<file path="src/rtl/cpu_pkg.sv">
// cpu_pkg: shared Hack instruction field positions, jump codes and FSM states
package cpu_pkg;
  localparam int A_BIT = 12;
  localparam int COMP_HI = 11;
  localparam int COMP_LO = 6;
  localparam int DEST_A = 5;
  localparam int DEST_D = 4;
  localparam int DEST_M = 3;
  localparam int JMP_HI = 2;
  localparam int JMP_LO = 0;
  localparam logic [2:0] JNULL = 3'b000;
  localparam logic [2:0] JGT = 3'b001;
  localparam logic [2:0] JEQ = 3'b010;
  localparam logic [2:0] JGE = 3'b011;
  localparam logic [2:0] JLT = 3'b100;
  localparam logic [2:0] JNE = 3'b101;
  localparam logic [2:0] JLE = 3'b110;
  localparam logic [2:0] JMP = 3'b111;
  typedef enum logic [1:0] {FETCH, READ, EXEC, WRITE} state_t;
  // The A/C type flag is the MSB of the word, so its position follows WIDTH
  function automatic int type_bit(input int width);
    return width - 1;
  endfunction
endpackage

</file>
<file path="src/rtl/alu_param.sv">
// alu_param: WIDTH-generic combinational Hack ALU
module alu_param #(
  parameter int WIDTH = 16
) (
  input  logic [WIDTH-1:0] x,
  input  logic [WIDTH-1:0] y,
  input  logic             zx,
  input  logic             nx,
  input  logic             zy,
  input  logic             ny,
  input  logic             f,
  input  logic             no,
  output logic [WIDTH-1:0] out,
  output logic             zr,
  output logic             ng
);
  logic [WIDTH-1:0] xa, xb, ya, yb, r;
  always_comb begin
    xa = zx ? '0 : x;
    xb = nx ? ~xa : xa;
    ya = zy ? '0 : y;
    yb = ny ? ~ya : ya;
    r = f ? xb + yb : xb & yb;
    out = no ? ~r : r;
  end
  assign zr = (out == '0);
  assign ng = out[WIDTH-1];
endmodule

</file>
<file path="src/rtl/cpu_multicycle.sv">
// cpu_multicycle: Hack CPU with FETCH/READ/EXEC/WRITE sequencing and
// valid/ready memory handshakes; all architectural state commits on one edge.
module cpu_multicycle
  import cpu_pkg::*;
#(
  parameter int WIDTH = 16,
  parameter int PC_W = 15,
  parameter int unsigned RESET_VECTOR = 0
) (
  input  logic             clk,
  input  logic             reset,
  output logic [PC_W-1:0]  pc,
  input  logic             imem_valid,
  input  logic [WIDTH-1:0] instruction,
  input  logic [WIDTH-1:0] inM,
  input  logic             mem_ready,
  output logic             readM,
  output logic             writeM,
  output logic [WIDTH-1:0] addressM,
  output logic [WIDTH-1:0] outM,
  output logic             halted
);
  localparam int TB = type_bit(WIDTH);
  state_t state_q, state_d;
  logic [PC_W-1:0] pc_q, pc_d;
  logic [WIDTH-1:0] ir_q, ir_d, mdr_q, mdr_d, a_q, a_d, d_q, d_d, out_q, out_d, alu_out;
  logic halted_q, halted_d, rd_q, rd_d, wr_q, wr_d;
  logic zr, ng, cond, jump, commit, is_c;
  assign is_c = ir_q[TB];
  alu_param #(.WIDTH(WIDTH)) u_alu (
    .x(d_q), .y(ir_q[A_BIT] ? mdr_q : a_q),
    .zx(ir_q[COMP_HI]), .nx(ir_q[COMP_HI-1]), .zy(ir_q[COMP_HI-2]),
    .ny(ir_q[COMP_HI-3]), .f(ir_q[COMP_LO+1]), .no(ir_q[COMP_LO]),
    .out(alu_out), .zr(zr), .ng(ng)
  );
  always_comb begin
    case (ir_q[JMP_HI:JMP_LO])
      JGT: cond = !zr && !ng;
      JEQ: cond = zr;
      JGE: cond = !ng;
      JLT: cond = ng;
      JNE: cond = !zr;
      JLE: cond = zr || ng;
      JMP: cond = 1'b1;
      default: cond = 1'b0;
    endcase
  end
  assign jump = is_c && cond;
  always_comb begin
    state_d = state_q;
    ir_d = ir_q;
    mdr_d = mdr_q;
    out_d = out_q;
    a_d = a_q;
    d_d = d_q;
    pc_d = pc_q;
    halted_d = halted_q;
    commit = 1'b0;
    case (state_q)
      FETCH: if (imem_valid) begin
        ir_d = instruction;
        state_d = (instruction[TB] && instruction[A_BIT]) ? READ : EXEC;
      end
      READ: if (mem_ready) begin
        mdr_d = inM;
        state_d = EXEC;
      end
      EXEC: if (is_c && ir_q[DEST_M]) begin
        out_d = alu_out;
        state_d = WRITE;
      end else begin
        commit = 1'b1;
        state_d = FETCH;
      end
      WRITE: if (mem_ready) begin
        commit = 1'b1;
        state_d = FETCH;
      end
    endcase
    // Jump target and halt test use A as it was before this commit
    if (commit) begin
      d_d = (is_c && ir_q[DEST_D]) ? alu_out : d_q;
      a_d = !is_c ? {1'b0, ir_q[TB-1:0]} : ir_q[DEST_A] ? alu_out : a_q;
      pc_d = jump ? a_q[PC_W-1:0] : pc_q + PC_W'(1);
      halted_d = jump && ir_q[JMP_HI:JMP_LO] == JMP && a_q[PC_W-1:0] == pc_q;
    end
    rd_d = (state_d == READ);
    wr_d = (state_d == WRITE);
  end
  always_ff @(posedge clk or negedge reset) begin
    if (!reset) begin
      state_q <= FETCH;
      pc_q <= PC_W'(RESET_VECTOR);
      ir_q <= '0;
      mdr_q <= '0;
      a_q <= '0;
      d_q <= '0;
      out_q <= '0;
      halted_q <= 1'b0;
      rd_q <= 1'b0;
      wr_q <= 1'b0;
    end else begin
      state_q <= state_d;
      pc_q <= pc_d;
      ir_q <= ir_d;
      mdr_q <= mdr_d;
      a_q <= a_d;
      d_q <= d_d;
      out_q <= out_d;
      halted_q <= halted_d;
      rd_q <= rd_d;
      wr_q <= wr_d;
    end
  end
  assign pc = pc_q;
  assign readM = rd_q;
  assign writeM = wr_q;
  assign addressM = a_q;
  assign outM = out_q;
  assign halted = halted_q;
endmodule

</file>
<file path="config.mk">
export PLATFORM = sky130hd
export DESIGN_NAME = cpu_multicycle
export DESIGN_NICKNAME = d
export VERILOG_FILES = /design/src/rtl/cpu_pkg.sv /design/src/rtl/alu_param.sv /design/src/rtl/cpu_multicycle.sv
export SDC_FILE = /design/constraint.sdc
export NUM_CORES = 1
export LEC_CHECK = 0
export ABC_AREA = 1
export CAP_MARGIN = 0
export CORE_MARGIN = 10
export CORE_UTILIZATION = 30
export DETAILED_ROUTE_END_ITERATION = 6
export HOLD_SLACK_MARGIN = 0.02
export MAX_ROUTING_LAYER = met4
export SLEW_MARGIN = 20
export SYNTH_ARGS = -nofsm -noshare
export SYNTH_HDL_FRONTEND = slang
export SYNTH_HIERARCHICAL = 1
export SYNTH_SLANG_ARGS = --single-unit
</file>
<file path="constraint.sdc">
create_clock -name clk -period 4.8 [get_ports clk]
set_input_delay 1.44 -clock clk [delete_from_list [all_inputs] [get_ports clk]]
set_output_delay 1.44 -clock clk [all_outputs]
set_load 0.005 [all_outputs]
</file>
== Yosys cells after proc, flatten, opt, wreduce, memory -nomap -nowiden ==
Index checks and enable logic that the tools add are counted.
Storage, ports and cells
  register bits after elaboration: 100
  latch bits: 0
  RAM bits: 0
  ROM bits: 0
  bits of input ports: 36
  output and inout bits: 50
  word-level logic and storage cells: 67
  memories kept: 0
Operators by class
  add/sub/neg operators: 2
  $mul: 0
  div/mod/pow operators: 0
  $lt $le $gt $ge: 0
  equality and inequality tests: 14
  shift-type cells: 0
  multiplexer cells: 20
  bitwise logic cells: 4
  reductions and logical operators: 17
Operator list (count)
  2-to-1 mux 16 bit: 9
  NOT 16 bit: 3
  adder 16 bit: 1
  bitwise AND 16 bit: 1
  logical NOT 16 bit: 1
  adder 15 x 1 -> 15 bit, second input constant: 1
  == test 15 bit: 1
  2-to-1 mux 15 bit: 1
  == test 3 bit, second input constant: 4
  2-to-1 mux 2 bit: 5
  AND reduction 2 bit: 5
  case mux 2 bit (4 select lines): 1
  logical AND 1 bit: 7
  case mux 1 bit (7 select lines): 1
  == test 2 bit, second input constant: 3
  == test 3 x 2 -> 1 bit, second input constant: 2
  == test 2 x 1 -> 1 bit, second input constant: 2
  == test 3 x 1 -> 1 bit, second input constant: 1
  logical NOT 1 bit: 2
  logical NOT 2 bit: 1
  2-to-1 mux 1 bit: 2
  != test 2 bit, second input constant: 1
  case mux 1 bit (2 select lines): 1
  logical OR 1 bit: 1

== Longest topological paths before layout ==
  depth after elaboration: 15
  gate-level depth with buffers: 32
  mapped depth without buffers: 31

== Hierarchy ==
The synthesis kept the hierarchy.
By module, submodules not included
  cpu_multicycle: instances 1, cells an instance 620, area each 4878.4 um^2, seq. area each 2502.4 um^2
  alu_param: instances 1, cells an instance 419, area each 2089.5 um^2, seq. area each 0.0 um^2

== Least setup slack after synthesis ==
OpenSTA, ideal clock, no wires.
  path type: register -> register
  start: reg ir_q[8]
  end: reg pc_q[7] (netlist: pc[7])
  setup time: 0.118 ns
  arrival: 3.511 ns
  data required time: 4.682 ns
  setup slack: 1.172 ns
  stages on the path, launching flop included: 28
  buffers on the path: 3
  clock period less this slack: 3.628 ns
  cells stage by stage: dfrtp_1 -> clkbuf_1 -> buf_2 -> xor2_1 -> inv_1 -> ha_1 -> fa_1 -> nand3_1 -> nand3_2 -> nand2_1 -> nand2_2 -> nand2_1 -> nand2_1 -> nand2_1 -> nand3_1 -> nand3_1 -> nand2_1 -> nor2_1 -> nand2_1 -> nor2_1 -> nand2_1 -> nand3_1 -> nand2_1 -> nand2_2 -> buf_2 -> o21ai_0 -> nand3_1 -> nand2_1
On the way
  longest elaborated chain between the ends: 11
  elaborated cells on any way between the ends: 14
  classes of those cells: add/sub (1); mux (5); bitwise (2); reduce/logical (6)
RTL lines
  start, declared: RTL line cpu_multicycle.sv:26  | logic [WIDTH-1:0] ir_q, ir_d, mdr_q, mdr_d, a_q, a_d, d_q, d_d, out_q, out_d, alu_out;
  start signal, assigned: RTL line cpu_multicycle.sv:105  | ir_q <= ir_d;
  2-to-1 mux 16 bit *: RTL line alu_param.sv:22  | yb = ny ? ~ya : ya;
  adder 16 bit / bitwise AND 16 bit (equally long branches): RTL line alu_param.sv:23  | r = f ? xb + yb : xb & yb;
  2-to-1 mux 16 bit *: RTL line alu_param.sv:23
  NOT 16 bit: RTL line alu_param.sv:24  | out = no ? ~r : r;
  2-to-1 mux 16 bit *: RTL line alu_param.sv:24
  via alu_out[14]: RTL line cpu_multicycle.sv:26
  logical NOT 16 bit *: RTL line alu_param.sv:26  | assign zr = (out == '0);
  via zr: RTL line cpu_multicycle.sv:28  | logic zr, ng, cond, jump, commit, is_c;
  logical NOT 1 bit: RTL line cpu_multicycle.sv:38, cpu_multicycle.sv:42
  logical AND 1 bit: RTL line cpu_multicycle.sv:38  | JGT: cond = !zr && !ng;
  case mux 1 bit (7 select lines) *: RTL line cpu_multicycle.sv:37  | case (ir_q[JMP_HI:JMP_LO])
  logical AND 1 bit *: RTL line cpu_multicycle.sv:48  | assign jump = is_c && cond;
  2-to-1 mux 15 bit *: RTL line cpu_multicycle.sv:84  | pc_d = jump ? a_q[PC_W-1:0] : pc_q + PC_W'(1);
  end signal, assigned: RTL line cpu_multicycle.sv:93  | pc_q <= PC_W'(RESET_VECTOR);
  end signal, assigned: RTL line cpu_multicycle.sv:104  | pc_q <= pc_d;
  end, declared: RTL line cpu_multicycle.sv:25  | logic [PC_W-1:0] pc_q, pc_d;
The timed path passes the listed nets; every way through them passes the cells marked *.
A chain may end at the register's enable or synchronous reset.

== Final worst setup path ==
  start: reg ir_q[12]
  end: reg pc_q[8] (netlist: pc[8])
On the way
  longest elaborated chain between the ends: 14
  elaborated cells on any way between the ends: 17
  classes of those cells: add/sub (1); mux (7); bitwise (3); reduce/logical (6)
RTL lines
  2-to-1 mux 16 bit *: RTL line cpu_multicycle.sv:31  | .x(d_q), .y(ir_q[A_BIT] ? mdr_q : a_q),
  2-to-1 mux 16 bit *: RTL line alu_param.sv:21  | ya = zy ? '0 : y;
  NOT 16 bit: RTL line alu_param.sv:22
  2-to-1 mux 16 bit *: RTL line alu_param.sv:22
  adder 16 bit / bitwise AND 16 bit (equally long branches): RTL line alu_param.sv:23
  2-to-1 mux 16 bit *: RTL line alu_param.sv:23
  NOT 16 bit: RTL line alu_param.sv:24
  2-to-1 mux 16 bit *: RTL line alu_param.sv:24
  via ng: RTL line cpu_multicycle.sv:28
  logical NOT 16 bit *: RTL line alu_param.sv:26
  via zr: RTL line cpu_multicycle.sv:28
  logical NOT 1 bit: RTL line cpu_multicycle.sv:38, cpu_multicycle.sv:42
  logical AND 1 bit: RTL line cpu_multicycle.sv:38
  case mux 1 bit (7 select lines) *: RTL line cpu_multicycle.sv:37
  logical AND 1 bit *: RTL line cpu_multicycle.sv:48
  2-to-1 mux 15 bit *: RTL line cpu_multicycle.sv:84
Marked as above.

==> impl_metrics.json <==
{
  "insertion_delay_ns": 0.35,
  "dieArea_um2": 29700,
  "rsz0062_at_grt": "no",
  "syn_to_final_growth_pct": 20.7,
  "path_max_fanout": 31,
  "drv_cap": 0,
  "start_util": 0.306,
  "portBuffers": 85,
  "cts.sinks": 100,
  "grt-ovfl-total": 0,
  "multiInputGateArea_um2": 3650,
  "grt_pass1_vias": 6574,
  "grt_pass1_wl_mm": 35.9,
  "tightest_slew_ns": 0.742,
  "fin_tns_setup_ns": 0,
  "finalCritPeriodShare": 0.833,
  "routed_wl_mm": 22.4,
  "synth_area_per_cell_um2": 6.71,
  "first_iter_violations": 615,
  "ios": 86,
  "yosysSeqAreaShare": 0.359,
  "crit_type": "register to register",
  "yosysWarnings": 6,
  "place_congestion": 0.917,
  "cts-root-buf": "clkbuf_16",
  "outcome": "finished clean",
  "finalNetCount": 1166,
  "crit_path_end_kind": "register",
  "rows": 55,
  "die_w_um": 172,
  "vias_per_cell": 4.68,
  "n_fill_cell": 2424,
  "drive_gt1_frac": 0.0618,
  "die_h_um": 172,
  "postRouteAntennaNets": 0,
  "cts.path.max_buffers": 2,
  "fmax_mhz": 250,
  "period_minus_slack_ns": 4.00,
  "cts_setup_buffers": 0,
  "synthCells": 1039,
  "holdBufCountCts": 0,
  "finClkSkew_ns": 0.0112,
  "hold_class": "register to register",
  "cts_tree": "yes",
  "final-seq-area_um2": 2500,
  "ys_types": 33,
  "clk_pin_slew_ns": 0.07,
  "route.detailed.drc": 0,
  "grt_max_degree": 56,
  "route.vias.total": 6699,
  "syn_nets": 1093,
  "drt-wirelength-per-cell_um": 15.7,
  "yosys_register_bits": 100,
  "slew_headroom": 0.505,
  "required_ns": 5.05,
  "hpwl_mm": 17.4,
  "grt_antenna_before_repair": 1,
  "slew_viol_final": 0,
  "h-tree-depth": 3,
  "crit_path_start_kind": "register",
  "coreArea_um2": 22800,
  "cts_made_buffers": 9,
  "syn-cell-area_um2": 6970,
  "drt-pass1-iter-count": 5,
  "hold_viol": 0,
  "finalSetupViolations": 0,
  "cp.arrival_ns": 4.25,
  "grt_use_total": 0.158,
  "cts.repair.resized": 0
}
-- state kept, by name (all words and copies together), names as in the netlist --
| name | count |
|---|---|
| addressM | 16 |
| d_q | 16 |
| halted | 1 |
| ir_q | 16 |
| mdr_q | 16 |
| outM | 16 |
| pc | 15 |
| readM | 1 |
| state_q | 2 |
| writeM | 1 |
-- path summary, 6_finish.rpt --
check / end / slack (ns) / start / cells after the start
max: pc[8] / 0.80 / ir_q[12] / 26
min: d_q[7] / 0.50 / d_q[7] / 2
max reg2reg: pc[8] / 0.80 / ir_q[12] / 26
min reg2reg: d_q[7] / 0.50 / d_q[7] / 2
max in group asynchronous: d_q[4] / 2.81 / reset / 2
min in group asynchronous: pc[4] / 1.12 / reset / 1
-- layout by cell type, fill, tap and decap left out, types with 2 or more instances in the layout --
master,Yosys,final
o21ai_1,48,48
clkbuf_8,3,4
buf_4,4,17
xnor2_1,5,5
nor2_2,2,2
dfrtp_1,100,100
a21oi_1,20,20
o21ai_0,41,41
ha_1,17,17
nand2_2,7,7
clkdlybuf4s50_1,0,84
nor2_1,44,44
inv_2,3,3
clkbuf_16,0,9
nand4_1,9,9
nand3_2,6,6
inv_1,153,153
xor2_1,37,37
nand3_1,100,100
mux2_2,16,16
nand2_1,381,381
clkinv_1,2,2
-- cells by family (layout without fill, tap and decap cells) --
kind of cell | Yosys count | in the layout | synth area share
AO/OA/AOI/OAI | 112 | 112 | 0.0817
multiplexers | 16 | 16 | 0.0259
other | 0 | 1 | 0
buffers and inverters | 197 | 275 | 0.117
flip-flops | 100 | 100 | 0.359
adder cells (fa/ha/maj) | 18 | 18 | 0.0334
AND/OR/NAND/NOR | 554 | 554 | 0.331
XOR/XNOR | 42 | 42 | 0.0528
-- per-stage QoR --
step / setup WS (ns) / hold slack, ns / std cells / utilization / area, um^2
floorplan: 1.17 / 0.459 / 1039 / - / 6970
global placement: 0.897 / 0.472 / 1414 / 0.356 / 8110
detailed placement: 0.888 / 0.482 / 1414 / 0.356 / 8110
CTS: 0.878 / 0.499 / 1430 / 0.369 / 8410
global route: 0.368 / 0.515 / 1431 / 0.369 / 8410
finish: 0.801 / 0.495 / 1431 / 0.369 / 8410
-- metal layers --
| metal | global-route usage | up-vias | part of all wire |
|---|---|---|---|
| met1 | 0.205 | 3100 | 0.47 |
| met5 | - | - | 0 |
| met3 | 0.0198 | 26 | 0.047 |
| met4 | 0.0528 | 0 | 0.020 |
| li1 | - | 3372 | - |
| met2 | 0.252 | 201 | 0.46 |
-- worst max-delay path: stages (launching register included) --
cell,delay [ns]
dfrtp_1,0.41
buf_4,0.24
o21ai_0,0.26
nand2_1,0.10
xor2_1,0.15
inv_1,0.09
ha_1,0.35
nand2_1,0.13
inv_1,0.08
a21oi_1,0.28
nand2_1,0.13
nand2_1,0.10
nand3_1,0.09
nand3_2,0.10
nand2_1,0.05
nand2_1,0.07
nand2_2,0.11
nor2_1,0.11
nand2_1,0.06
nor2_1,0.13
nand2_1,0.08
nand3_1,0.07
nand2_1,0.08
nand2_2,0.29
o21ai_0,0.16
nand3_1,0.09
nand2_1,0.05
-- synthesized netlist by cell type --
master	instances	area (um^2)
clkbuf_1	13	48.8
or2_2	1	6.26
a21oi_2	1	8.76
nand2_1	381	1430
clkbuf_8	3	41.3
dfrtp_1	100	2500
mux2_2	16	180
o31ai_1	1	7.51
nor3_2	1	10.0
o21ai_0	41	205
o211ai_1	1	7.51
clkinv_1	2	7.51
nor2_1	44	165
a21oi_1	20	100
xnor2_1	5	43.8
o21ai_1	48	240
buf_4	4	30.0
clkbuf_4	2	15.0
or2_1	1	6.26
nand4_1	9	56.3
fa_1	1	20.0
inv_1	153	574
nor2_2	2	12.5
and2_1	1	6.26
ha_1	17	213
buf_1	1	3.75
nand3_1	100	500
inv_2	3	11.3
nand2_2	7	43.8
and3_1	1	6.26
buf_2	16	80.1
nand3_2	6	60.1
xor2_1	37	324
-- layout make-up --
type / instances / share of cell area
diodes: 1 / 0.000297
clock buffers: 14 / 0.0338
clock inverters: 2 / 0.00193
inverters: 158 / 0.0705
multi-input cells: 742 / 0.434
flip-flops and latches: 100 / 0.297
well taps: 313 / 0.0466
repair buffers: 101 / 0.115
Power is left out: the tool's default activity adds up to more than one toggle a clock period on the data nets, which glitch-free logic cannot reach.
